File: src/rtl/uart_tx_fifo.sv
// uart_tx_fifo: bus-written byte FIFO drained by an 8N1 serial transmitter
//   clk, rst      clock and synchronous active-high reset
//   EN, P_Data    bus write strobe and data; P_Data[31]=1 clears ovf, else P_Data[7:0] is pushed
//   status        {ovf, busy, full, empty, 23'b0, count[4:0]}
//   tx            serial line, idle high
//   busy          a frame is in progress
//   tx_done       high during the last stop-bit clock when no further byte is queued
module uart_tx_fifo #(
   parameter int BAUD_DIV = 868,
   parameter int FIFO_AW = 4
) (
   input  logic        clk,
   input  logic        rst,
   input  logic        EN,
   input  logic [31:0] P_Data,
   output logic [31:0] status,
   output logic        tx,
   output logic        busy,
   output logic        tx_done
);
   localparam int DEPTH = 2 ** FIFO_AW;
   localparam int CW = FIFO_AW + 1;
   typedef enum logic [1:0] {IDLE, START, DATA, STOP} state_t;
   state_t state, state_n;
   logic [7:0] mem [DEPTH];
   logic [FIFO_AW-1:0] wr_ptr, rd_ptr;
   logic [CW-1:0] count;
   logic [15:0] timer;
   logic [2:0] bit_idx;
   logic [7:0] shift;
   logic [31:0] count_ext;
   logic ovf, empty, full, bit_end, pop, push, cmd, wr;
   assign empty = count == '0;
   assign full = count == CW'(DEPTH);
   assign bit_end = timer == 16'(BAUD_DIV - 1);
   // a pop at the end of STOP lets the next frame start with no idle gap
   assign pop = !empty && (state == IDLE || (state == STOP && bit_end));
   assign cmd = EN && P_Data[31];
   assign wr = EN && !P_Data[31];
   // a full FIFO still accepts a byte on the cycle the serializer frees a slot
   assign push = wr && (!full || pop);
   assign count_ext = 32'(count);
   assign busy = state != IDLE;
   assign tx = state == START ? 1'b0 : state == DATA ? shift[0] : 1'b1;
   assign tx_done = state == STOP && bit_end && empty;
   assign status = {ovf, busy, full, empty, 23'b0, count_ext[4:0]};
   always_comb begin
      state_n = state;
      case (state)
         IDLE:    state_n = empty ? IDLE : START;
         START:   state_n = bit_end ? DATA : START;
         DATA:    state_n = (bit_end && bit_idx == 3'd7) ? STOP : DATA;
         STOP:    state_n = !bit_end ? STOP : empty ? IDLE : START;
         default: state_n = IDLE;
      endcase
   end
   always_ff @(posedge clk) begin
      if (rst) begin
         state <= IDLE;
         wr_ptr <= '0;
         rd_ptr <= '0;
         count <= '0;
         ovf <= 1'b0;
         timer <= '0;
         bit_idx <= '0;
         shift <= '0;
      end else begin
         state <= state_n;
         timer <= (state == IDLE || bit_end) ? '0 : timer + 16'd1;
         if (state == DATA && bit_end) begin
            shift <= shift >> 1;
            bit_idx <= bit_idx + 3'd1;
         end
         if (pop) begin
            shift <= mem[rd_ptr];
            rd_ptr <= rd_ptr + 1'b1;
            bit_idx <= '0;
         end
         if (push) wr_ptr <= wr_ptr + 1'b1;
         count <= count + CW'(push) - CW'(pop);
         if (cmd) ovf <= 1'b0;
         else if (wr && !push) ovf <= 1'b1;
      end
   end
   always_ff @(posedge clk) begin
      if (push) mem[wr_ptr] <= P_Data[7:0];
   end
endmodule
File: config.mk
export PLATFORM = sky130hd
export DESIGN_NAME = uart_tx_fifo
export DESIGN_NICKNAME = d
export VERILOG_FILES = /design/src/rtl/uart_tx_fifo.sv
export SDC_FILE = /design/constraint.sdc
export NUM_CORES = 1
export LEC_CHECK = 0
export CORE_ASPECT_RATIO = 0.9
export CORE_MARGIN = 4
export CORE_UTILIZATION = 25
export CTS_BUF_LIST = sky130_fd_sc_hd__clkbuf_16
export CTS_CLUSTER_DIAMETER = 30
export DETAILED_ROUTE_END_ITERATION = 12
export PLACE_DENSITY_LB_ADDON = 0.1
export SETUP_SLACK_MARGIN = 0.4
export SLEW_MARGIN = 20
export SYNTH_ARGS = -nofsm -noshare
export SYNTH_HDL_FRONTEND = slang
export SYNTH_SLANG_ARGS = --single-unit
File: constraint.sdc
create_clock -name clk -period 3.7 [get_ports clk]
set_input_delay 0.555 -clock clk [delete_from_list [all_inputs] [get_ports clk]]
set_output_delay 0.555 -clock clk [all_outputs]
set_load 0.05 [all_outputs]
### Yosys cells after proc, flatten, opt, wreduce, memory -nomap -nowiden

Memory sizes are Yosys's and may differ from the RTL's. A register that Yosys moved wholly into a read port is not among the register bits.
Index checks and enable logic that the tools add are counted.
W data, S select, Z words.

* memories kept: 1
* flip-flop bits (word level): 43
* input bits: 35
* output and inout port bits: 35
* logic and storage cells: 57
* RAM bits: 128

Memory list
* mem: words 16, bits a word 8, read ports 1, clocked after Yosys merged registers in 1, wr ports 1, RTL line 25 `logic [7:0] mem [DEPTH];`

* add/sub/neg operators: 6
* multiplexer cells: 13
* reduce and logical (&&, ||, !) cells: 23
* equal/unequal tests: 6

Operators by type and width (number)
* $add A16 B1 Y16 const B: 1
* $eq A16 B10 Y1 const B: 1
* $mux W8: 2
* $logic_and A1 B1 Y1: 9
* $add A4 B1 Y4 const B: 2
* $mux W4: 2
* $pmux W2 S4: 1
* $mux W1: 6
* $reduce_or A2 Y1: 3
* $add A5 B1 Y5: 1
* $eq A5 B5 Y1 const B: 1
* $logic_not A5 Y1: 1
* $sub A5 B1 Y5: 1
* $eq A2 B2 Y1 const B: 2
* $logic_not A1 Y1: 4
* $mux W2: 2
* $reduce_bool A2 Y1: 2
* $add A3 B1 Y3 const B: 1
* $eq A3 B3 Y1 const B: 1
* $logic_or A1 B1 Y1: 3
* $eq A2 B1 Y1 const B: 1
* $logic_not A2 Y1: 1

### Logic depth before layout (Yosys ltp)

Gate-level depths: netlist of run 1.

* word-level depth: 8
* gate-level depth with buffers: 15

### Worst setup path before layout of run 1

No wires, ideal clock.

* path type: reg-to-reg
* start point: reg count[3]
* end point: reg count[4]
* library setup time: 71 ps
* buffers on the path: 1
* data required time: 3629 ps
* data arrival time: 3163 ps
* path slack: 467 ps
* cell stages (with the launch flop): 15
* clock period less this slack: 3233 ps
* cells stage by stage: dfxtp_1 > inv_1 > ha_1 > or4b_4 > and3_4 > a21oi_4 > buf_6 > or2_2 > nand2_1 > ha_1 > fa_1 > a21oi_1 > nor2_1 > or3_1 > a21oi_1

* longest elaborated chain between the ends: 7
* elaborated cells on any way between the ends: 9
* those cells by class: 2 x add/sub; 1 x eq/ne; 6 x reduce/logical

RTL lines
* start, declared: RTL line 27 `logic [CW-1:0] count;`
* start signal, assigned: RTL line 80 `count <= count + CW'(push) - CW'(pop);`
* $logic_not A5 Y1: RTL line 33 `assign empty = count == '0;`
* $logic_not A1 Y1: RTL line 37 `assign pop = !empty && (state == IDLE || (state == STOP && bit_end));`
* $logic_and A1 B1 Y1: RTL line 37
* $logic_or A1 B1 Y1: RTL line 41 `assign push = wr && (!full || pop);`
* $logic_and A1 B1 Y1: RTL line 41
* $add A5 B1 Y5: RTL line 80
* $sub A5 B1 Y5 *: RTL line 80

Every way passes the cells marked *; elsewhere a longest branch is shown, timed or not.
A chain may end at the register's enable or synchronous reset.

### Final worst setup path of run 1

* start point: reg timer[0]
* end point: out tx_done

* longest elaborated chain between the ends: 3

RTL lines
* start, declared: RTL line 28 `logic [15:0] timer;`
* start signal, assigned: RTL line 69 `timer <= (state == IDLE || bit_end) ? '0 : timer + 16'd1;`
* $eq A16 B10 Y1: RTL line 35 `assign bit_end = timer == 16'(BAUD_DIV - 1);`
* $logic_and A1 B1 Y1 (2 in a row): RTL line 45 `assign tx_done = state == STOP && bit_end && empty;`
* end, declared: RTL line 19 `output logic tx_done`

No other way between the ends.

==> results by group, run 1 <==
Outcome
  – Result of the run: completed

Final layout
  – Area of the multi-input gates: 0.00226 mm2
  – Final core utilization: slightly below 30%
  – Total of fill cells in the finished design: 2917
  – Diodes inserted: 0
  – Synthesis-to-finish area growth: 16.8%
  – Fraction of final layout cells sized beyond drive strength 1: between 10% and 20%
  – Final net count: 570
  – Register cell area after layout: approximately 0.0048 mm2

Worst setup path
  – Arrival time of the worst setup path: between 2 and 2.5 ns
  – Nature of the critical path endpoint: primary output
  – Critical-path cell with the highest stage delay: dlygate4sd2_1
  – Critical Setup Path Class: flip-flop to primary output
  – Critical path fanouts, max: 4
  – CP startpoint kind: flip-flop
  – Cell chain of the critical path: ha_1 -> nor4b_2 -> and4_1 -> nand3_1 -> nor2_1 -> dlygate4sd2_1
  – Longest individual stage delay on the worst path: about 0.54 ns
  – Required time reported for the critical path endpoint: ~3.1 ns

Timing
  – Maximum clock frequency: roughly 0.33 GHz
  – Final Max Tran Viols: 0
  – Final period utilization: 82.1%
  – Unrepaired setup endpoints after global routing: no
  – Relative slew slack: 35.4%
  – Final hold violations: 0
  – Final critical-path required period: 3.04 ns
  – Post-Route Setup TNS: 0 ns
  – Worst Skew: around 0.010 ns
  – Final worst slack: between 0.6 and 0.7 ns
  – Worst Max-Slew Pin Slew: about 0.97 ns
  – Final setup violation count: 0

CTS
  – Root buffer cell: clkbuf_16
  – CTS tree: done
  – Clk sinks: 175
  – Worst-path clk slew: about 0.060 ns
  – Hold buffer count at CTS: 0
  – Worst-case clock buffer depth: 2
  – Clock network latency to the later pin of the worst-skew pair: between 0.4 and 0.5 ns
  – Clock buffers created by TritonCTS: 17
  – H-tree levels: 4

Routing
  – # DRC: 0
  – Post-detailed-routing wire length: approximately 16000 um
  – Via count: roughly 3800
  – Antenna viol nets, final: 0
  – Mean number of vias per cell: 4.13
  – Average detailed-routed wire length per instance: between 15 and 20 um
  – Starting DRT DRC Count: 193
  – Router iterations before antenna repair: 4

Global routing
  – Initial antenna violation count: 0
  – Global routing usage summed across all routing layers: about a tenth
  – GRT overflow: 0
  – Number of global-route vias before repair: approximately 4100
  – First-pass GRT wire length: approximately 24000 um
  – Largest net degree at the start of global routing: 20

Power
  – Leakage: about 2.8 nW
  – Clock group share of total power: 32.1%
  – Switch share: 30.7%
  – Power after layout: 5.38 mW
  – Power per cell area: about 630 mW/mm2
  – Psw: 1.65 mW
  – Logic gate share of total power: around 25%
  – Worst supply voltage drop on vdd: around 320 uV
  – Share of power burned in registers: 43.3%
  – Cell internal power dissipation: 3.73 mW

Logic synthesis
  – Yosys synthesis warning count: 0
  – Number of enable flip-flop cells after synthesis: 128
  – Syn Area/Cell: approximately 15 um2
  – Distinct cells, synth: ~50
  – Number of flip-flops and latches in the synthesized netlist: ~180
  – Most instantiated flip-flop cell in the synthesis netlist: edfxtp_1
  – Fraction of synthesis flops using an asynchronous set or reset pin: 0%
  – Post-Synthesis Cells: ~480
  – Sequential fraction of the synthesis area: between 60% and 70%
  – Post-synth design cell area: between 0.007 and 0.008 mm2

Placed design
  – Global placer's final weighted congestion: 0.692
  – Worst slack, placed: 0.377 ns
  – Placed wire-length estimate: 10400 um
  – # port buffers: 23

Floorplanning
  – Boundary pin count: 70
  – Chip height: 170 um
  – Area enclosed by the die boundary: around 0.032 mm2
  – Number of placement rows: a little under 60
  – Floorplan die width: 188 um
  – Starting density of the core: about 25%
  – Core ar.: 0.0289 mm2

Run
  – Max-capacitance violation count: 0

Worst hold path
  – Worst min-delay path class: flip-flop to flip-flop
==> Yosys cell counts (3+ instances only) <==
master	count	area (um2)
nor3_1	6	30.0
xnor2_1	10	87.6
o21ai_1	3	15.0
edfxtp_1	128	3840
nor2b_1	6	37.5
mux4_2	32	721
ha_1	13	163
o2bb2ai_1	6	52.6
buf_6	4	45.0
nand3_1	12	60.1
dfxtp_1	47	941
a21oi_1	8	40.0
mux2i_1	11	110
clkbuf_1	5	18.8
buf_4	28	210
nand2_1	21	78.8
or3_1	5	31.3
inv_1	11	41.3
nand2b_1	4	25.0
xor2_1	10	87.6
nor2_1	50	188
a22oi_1	14	105
buf_2	7	35.0
a21o_1	3	22.5
==> power groups by stage <==
stage                     Clock [mW]  Sequential (mW)  Combinational (mW)
final                           1.73             2.33                1.32
after global routing            1.88             2.35                1.45
after CTS                       1.78             2.33                1.35
after detailed placement           0             2.38                1.34
after global placement             0             2.37                1.33
after floorplan                    0             2.38                1.03
==> placed cells by master (no fill, tap or decap), types with 6 or more instances in the layout <==
cell type and count:
xor2_1 10, nand2_1 21, mux2i_1 11, o2bb2ai_1 6, clkbuf_16 17, nor3_1 6
conb_1 23, a21oi_1 8, dfxtp_1 46, buf_4 24, nor2b_1 6, nor2_1 50
edfxtp_1 128, xnor2_1 10, clkdlybuf4s50_1 22, a22oi_1 14, mux4_2 32, ha_1 13
nand3_1 12, inv_1 12
==> layout make-up <==
type                    count  share of cell area (%)
clock buffers              17                    4.97
clock inverters            14                    1.55
inverters                  11                   0.483
multi-input cells         269                    26.5
flip-flops and latches    175                    56.0
well taps                 396                    5.79
repair buffers             47                    4.78
==> logic make-up (layout without fill, tap and decap cells) <==
logic type / after synthesis / count (layout) / share of synthesized area (%)
DFF: 175 / 175 / 65.3
and+or+nand+nor: 123 / 123 / 8.54
buffers and inverters: 57 / 89 / 4.89
AOI/OAI and AO/OA: 44 / 44 / 4.51
muxes: 44 / 44 / 11.6
xor gates and xnor gates: 21 / 21 / 2.61
adders and majority gates: 14 / 14 / 2.49
other: 1 / 23 / 0.0512
==> metrics by stage <==
step / cell area, um2 / cells / hold slack, ns
global placement: 7990 / 897 / 0.452
global route: 8550 / 929 / 0.512
detailed placement: 7990 / 897 / 0.467
finish: 8550 / 929 / 0.479
CTS: 8550 / 929 / 0.481
floorplan: 7400 / 501 / 0.430
==> sequential cells by signal (all words and copies together) (netlist names), named ones only <==
name / count
wr_ptr: 4
ovf: 1
mem: 128
bit_idx: 3
timer: 16
count: 5
shift: 8
rd_ptr: 4
state: 2
==> worst max-delay path: cells and delay by family (launching register included) <==
kind / cells / cell delay (ns)
and+or+nand+nor: 4 / 0.91
DFF: 1 / 0.38
buffers and inverters: 1 / 0.54
adders and majority gates: 1 / 0.22
==> final timing paths <==
kind / from / to / slack, ns / cells past startpoint
max: timer[0] / tx_done / 0.66 / 6
min: timer[0] / timer[0] / 0.48 / 1
max reg2reg: timer[0] / count[4] / 0.68 / 13
min reg2reg: timer[0] / timer[0] / 0.48 / 1
==> per-layer routing <==
metal / routed length, um / vias to the layer above / GRT usage (%)
li1: - / 1831 / -
met1: 6800 / 1930 / 12.3
met2: 8060 / 59 / 17.9
met3: 477 / 19 / 2.60
met4: 216 / 0 / 3.23
met5: 0 / - / 0
==> repair_timing <==
item,4_1_cts,5_1_grt
endpoints found under the hold margin,0,0
setup endpoints to repair,2,0
buffers inserted,1,0
gates resized for setup,1,0
Note: power is estimated with default switching activity, not from simulation.
==> inputs of run 2 (changes only) <==
- clock period: 3.7 -> 3.1 ns (I/O delays scaled with it)
==> results by group, run 2 (same netlist as run 1, synthesis figures left out) <==
Floorplanning
  – Chip height: around 170 um
  – Boundary pin count: 70
  – Floorplan die width: between 150 and 200 um
  – Area enclosed by the die boundary: about 0.032 mm2
  – Core ar.: 0.0289 mm2
  – Number of placement rows: 59
  – Starting density of the core: 25.4%

Final layout
  – Flip-flop count of the largest register after layout: roughly 130
  – Diodes inserted: 0
  – Final Non-Filler Cells: around 940
  – Final net count: between 500 and 600
  – Fraction of final layout cells sized beyond drive strength 1: around 23%
  – Synthesis-to-finish area growth: 19.3%
  – Registers with the most flip-flops: mem: 128 flops, timer: 16 flops, shift: 8 flops
  – Most flops, register: mem
  – Final core utilization: between 30% and 40%
  – Most used cells in the layout excluding fill and tap cells: edfxtp_1 (128), nor2_1 (49), dfxtp_1 (42)
  – Final instance area: 0.00873 mm2
  – Most common library cell in the layout ignoring fill and taps: edfxtp_1

Worst setup path
  – Terminus of the critical flop-to-flop path: count[4]
  – Required time reported for the critical path endpoint: around 3.5 ns
  – Critical path fanouts, max: 4
  – Arrival time of the worst setup path: between 3 and 4 ns
  – Critical Setup Path Class: flip-flop to flip-flop
  – Reg2reg path depth: 13
  – Setup slack, reg-to-reg: roughly 0.33 ns
  – Nature of the critical path endpoint: flip-flop
  – Start point of the critical path: count[2]
  – Startpoint of the worst-slack reg-to-reg timing path: count[2]
  – CP startpoint kind: flip-flop

CTS
  – Hold buffer count at CTS: 0
  – Clock network latency to the later pin of the worst-skew pair: 0.43 ns
  – Root buffer cell: clkbuf_16
  – Clock buffers created by TritonCTS: 17
  – Worst-case clock buffer depth: 2
  – H-tree levels: 4
  – Clk sinks: roughly 180
  – CTS tree: done
  – Worst-path clk slew: approximately 0.070 ns

Timing
  – Final Max Tran Viols: 0
  – Final setup violation count: 0
  – Worst Max-Slew Pin Slew: between 0.9 and 1 ns
  – Final hold violations: 0
  – Post-Route Setup TNS: 0 ns
  – Final period utilization: about nine tenths
  – Worst Skew: between 0.008 and 0.009 ns
  – Final critical-path required period: 2.77 ns
  – Final worst slack: around 0.33 ns
  – Unrepaired setup endpoints after global routing: yes
  – Relative slew slack: 39.2%
  – Maximum clock frequency: between 0.3 and 0.4 GHz

Routing
  – Via count: roughly 3900
  – Post-detailed-routing wire length: 16000 um
  – Mean number of vias per cell: roughly 4.2
  – Antenna viol nets, final: 0
  – Router iterations before antenna repair: 5
  – Starting DRT DRC Count: 165
  – Average detailed-routed wire length per instance: 17.1 um
  – # DRC: 0

Outcome
  – Result of the run: completed

Power
  – Share of power burned in registers: 42.1%
  – Power per cell area: approximately 760 mW/mm2
  – Psw: about 2.1 mW
  – Clock group share of total power: a little under a third
  – Leakage: approximately 2.9 nW
  – Switch share: between 30% and 40%
  – Cell internal power dissipation: between 4 and 5 mW
  – Logic gate share of total power: 26.1%
  – Worst supply voltage drop on vdd: around 370 uV

Global routing
  – Initial antenna violation count: 0
  – Number of global-route vias before repair: 4078
  – GRT overflow: 0
  – Largest net degree at the start of global routing: 20
  – Global routing usage summed across all routing layers: 10.6%
  – First-pass GRT wire length: approximately 25000 um

Worst hold path
  – Hold Path Stages: 1
  – Hold path startpoint: timer[0]
  – Worst min-delay path class: flip-flop to flip-flop
  – End point of the most critical hold path: timer[0]

Placed design
  – Number of cells in the design after placement: between 800 and 900
  – Global placer's final weighted congestion: ~0.7
  – # port buffers: 23
  – Placed wire-length estimate: approximately 10000 um
  – Placed Area: roughly 0.0080 mm2
  – Worst slack, placed: about 0.21 ns

Run
  – Max-capacitance violation count: 0
-- run 2: cell count changes in the layout (fill, tap and decap cells not counted), sizes merged --
cell / before / now
clkbuf: 17 / 18
clkinv: 4 / 2
dlymetal6s2s: 0 / 1
clkdlybuf4s50: 22 / 20
clkinvlp: 2 / 4
buf: 24 / 33
inv: 18 / 19
-- run 2: what timing repair did --
action,CTS,global route
resized for setup,10,6
pin swaps,8,8
setup endpoints to repair,3,4
buffers inserted,7,2
endpoints found under the hold margin,0,0
-- run 2: per-layer routing --
layer | GRT usage (%) | share of wire (%)
met1 | 14.1 | 46
met4 | 2.85 | 0.82
met5 | 0 | 0
met3 | 2.69 | 3.6
met2 | 17.4 | 49
-- run 2: through the flow --
stage                     power [mW]  hold WS [ns]
final                           6.67         0.465
after detailed placement        4.52         0.457
after CTS                       6.76         0.472
after global routing            7.07         0.501
after floorplan                 4.10         0.430
after global placement          4.51         0.452
-- run 2: worst max-delay path, stage by stage (launching register included) --
cell and delay [ns]:
dfxtp_4 0.35, inv_4 0.06, ha_4 0.12, or4b_4 0.49
and3_4 0.20, a21oi_4 0.12, or2_4 0.14, nand2_4 0.05
ha_4 0.16, fa_2 0.36, a21oi_2 0.15, nor2_2 0.05
or3_1 0.34, a21oi_1 0.11
-- run 2: worst max-delay path by stage --
stage / end / slack (ns) / depth (start not counted)
6_report: count[4] / 0.33 / 13
5_1_grt: count[4] / 0.18 / 13
4_1_cts: tx_done / 0.19 / 6
3_5_place_dp: count[4] / 0.21 / 13
3_3_place_gp: count[4] / 0.23 / 13
2_1_floorplan: count[4] / 0.17 / 14
-- run 2: area by class of cell --
type	count	area [um2]
multi-input combinational	269	2320
fill	2874	20100
sequential	175	4800
inverter	11	46.3
clock inverter	15	154
timing repair buffer	56	499
clock buffer	17	425
tap	396	495
-- run 2: power by group through the flow --
stage,clock network (mW),logic [mW],registers [mW]
2_1_floorplan,0,1.24,2.85
3_3_place_gp,0,1.65,2.86
3_5_place_dp,0,1.65,2.87
4_1_cts,2.19,1.75,2.82
5_1_grt,2.31,1.92,2.83
6_report,2.12,1.74,2.81
==> inputs of run 3 (changes only) <==
--- a/config.mk
+++ b/config.mk
@@ -14,4 +14,5 @@
 export PLACE_DENSITY_LB_ADDON = 0.1
 export SETUP_SLACK_MARGIN = 0.4
+export SKIP_CTS_REPAIR_TIMING = 1
 export SLEW_MARGIN = 20
 export SYNTH_ARGS = -nofsm -noshare
==> constraint.sdc (replaced) <==
create_clock -name clk -period 3.1 [get_ports clk]
set_input_delay 0.465 -clock clk [delete_from_list [all_inputs] [get_ports clk]]
set_output_delay 0.465 -clock clk [all_outputs]
set_load 0.02 [all_outputs]
==> results by group, run 3 (same netlist as run 1, synthesis figures left out) <==
Outcome
  – Result of the run: completed

Routing
  – Mean number of vias per cell: roughly 4.1
  – Antenna viol nets, final: 0
  – # DRC: 0
  – Average detailed-routed wire length per instance: ~16 um
  – Router iterations before antenna repair: 4
  – Starting DRT DRC Count: 173
  – Via count: between 3000 and 4000
  – Post-detailed-routing wire length: about 16000 um

Worst setup path
  – Critical path fanouts, max: 4
  – Arrival time of the worst setup path: between 3 and 4 ns
  – Reg2reg path depth: 13
  – Nature of the critical path endpoint: flip-flop
  – Required time reported for the critical path endpoint: around 3.5 ns
  – Critical Setup Path Class: flip-flop to flip-flop
  – CP startpoint kind: flip-flop

Floorplanning
  – Floorplan die width: around 190 um
  – Chip height: about 170 um
  – Area enclosed by the die boundary: roughly 0.032 mm2
  – Boundary pin count: 70
  – Core ar.: 0.0289 mm2
  – Starting density of the core: between 20% and 30%
  – Number of placement rows: between 50 and 60

Power
  – Cell internal power dissipation: around 4.6 mW
  – Psw: approximately 1.9 mW
  – Worst supply voltage drop on vdd: around 470 uV
  – Share of power burned in registers: a little over two fifths
  – Clock group share of total power: between 30% and 40%
  – Leakage: 2.92 nW
  – Power per cell area: 745 mW/mm2
  – Switch share: between 20% and 30%
  – Logic gate share of total power: 24.0%

CTS
  – Clock buffers created by TritonCTS: 17
  – H-tree levels: 4
  – Clock network latency to the later pin of the worst-skew pair: roughly 0.43 ns
  – CTS tree: done
  – Root buffer cell: clkbuf_16
  – Worst-path clk slew: roughly 0.070 ns
  – Clk sinks: between 150 and 200
  – Worst-case clock buffer depth: 2

Timing
  – Worst Skew: 0.0130 ns
  – Relative slew slack: 50.5%
  – Final period utilization: 91.2%
  – Unrepaired setup endpoints after global routing: yes
  – Post-Route Setup TNS: 0 ns
  – Final worst slack: roughly 0.27 ns
  – Final setup violation count: 0
  – Maximum clock frequency: approximately 0.35 GHz
  – Worst Max-Slew Pin Slew: roughly 0.74 ns
  – Final critical-path required period: 2.83 ns
  – Final Max Tran Viols: 0
  – Final hold violations: 0

Placed design
  – Worst slack, placed: roughly 0.20 ns
  – Global placer's final weighted congestion: approximately 0.70
  – # port buffers: 23
  – Placed wire-length estimate: between 10000 and 15000 um

Final layout
  – Synthesis-to-finish area growth: 20.6%
  – Diodes inserted: 0
  – Final net count: slightly below 600
  – Most used cells in the layout excluding fill and tap cells: edfxtp_1 (128), nor2_1 (50), dfxtp_1 (44)
  – Fraction of final layout cells sized beyond drive strength 1: 23.9%
  – Most flops, register: mem
  – Registers with the most flip-flops: mem: 128 flops, timer: 16 flops, shift: 8 flops
  – Flip-flop count of the largest register after layout: about 130
  – Most common library cell in the layout ignoring fill and taps: edfxtp_1

Run
  – Max-capacitance violation count: 0

Global routing
  – Largest net degree at the start of global routing: 22
  – Initial antenna violation count: 0
  – GRT overflow: 0
  – Global routing usage summed across all routing layers: approximately 10%
  – First-pass GRT wire length: about 24000 um
  – Number of global-route vias before repair: just over 4000

Worst hold path
  – Hold Path Stages: 1
  – Worst min-delay path class: flip-flop to flip-flop
run 3: cell count changes in the layout (fill, tap and decap cells not counted), sizes merged:
cell / before / now
clkbuf: 18 / 17
clkinvlp: 4 / 1
clkinv: 2 / 5
buf: 33 / 37
dlygate4sd2: 1 / 0
clkdlybuf4s50: 20 / 22
run 3: metal layers:
metal	up-vias	part of all wire, %	track usage, %
met5	-	0	0
met4	0	0.85	2.47
met1	1962	45	12.8
met3	10	4.3	2.67
li1	1858	-	-
met2	65	50	17.1
run 3: power by group through the flow:
stage	Sequential [mW]	Combinational (mW)	Clock, mW
3_3_place_gp	2.87	1.52	0
6_report	2.81	1.58	2.19
5_1_grt	2.84	1.75	2.36
2_1_floorplan	2.79	1.15	0
4_1_cts	2.82	1.53	2.27
3_5_place_dp	2.87	1.52	0
run 3: path summary, 6_finish.rpt:
kind | slack [ns] | endpoint | startpoint
worst max register to register | 0.27 | count[4] | count[2]
worst min-delay path | 0.48 | timer[0] | timer[0]
worst min register to register | 0.48 | timer[0] | timer[0]
worst max-delay path | 0.27 | count[4] | count[2]
run 3: area by class of cell:
cell class | count | area [um2]
multi-input combinational | 269 | 2330
fill | 2856 | 20000
clock buffer | 17 | 425
sequential | 175 | 4790
inverter | 11 | 43.8
tap | 396 | 495
timing repair buffer | 60 | 561
clock inverter | 15 | 186
run 3: worst max-delay path, stage by stage, from the launching register on:
cell and delay (ns):
dfxtp_4 0.36, inv_4 0.06, ha_4 0.13, or4b_4 0.49, and3_4 0.20, a21oi_4 0.15
or2_4 0.15, nand2_2 0.06, ha_4 0.16, fa_2 0.35, a21oi_2 0.12, nor2_1 0.05
or3_1 0.35, a21oi_2 0.11
run 3: metrics by stage:
stage	power (mW)	util (%)	cells	hold WS (ns)	area, um2
2_1_floorplan	3.94	-	501	0.430	7420
3_3_place_gp	4.39	28.1	904	0.449	8110
3_5_place_dp	4.39	28.1	904	0.464	8110
4_1_cts	6.61	30.2	936	0.481	8720
5_1_grt	6.95	30.6	943	0.502	8830
6_report	6.58	30.6	943	0.479	8830
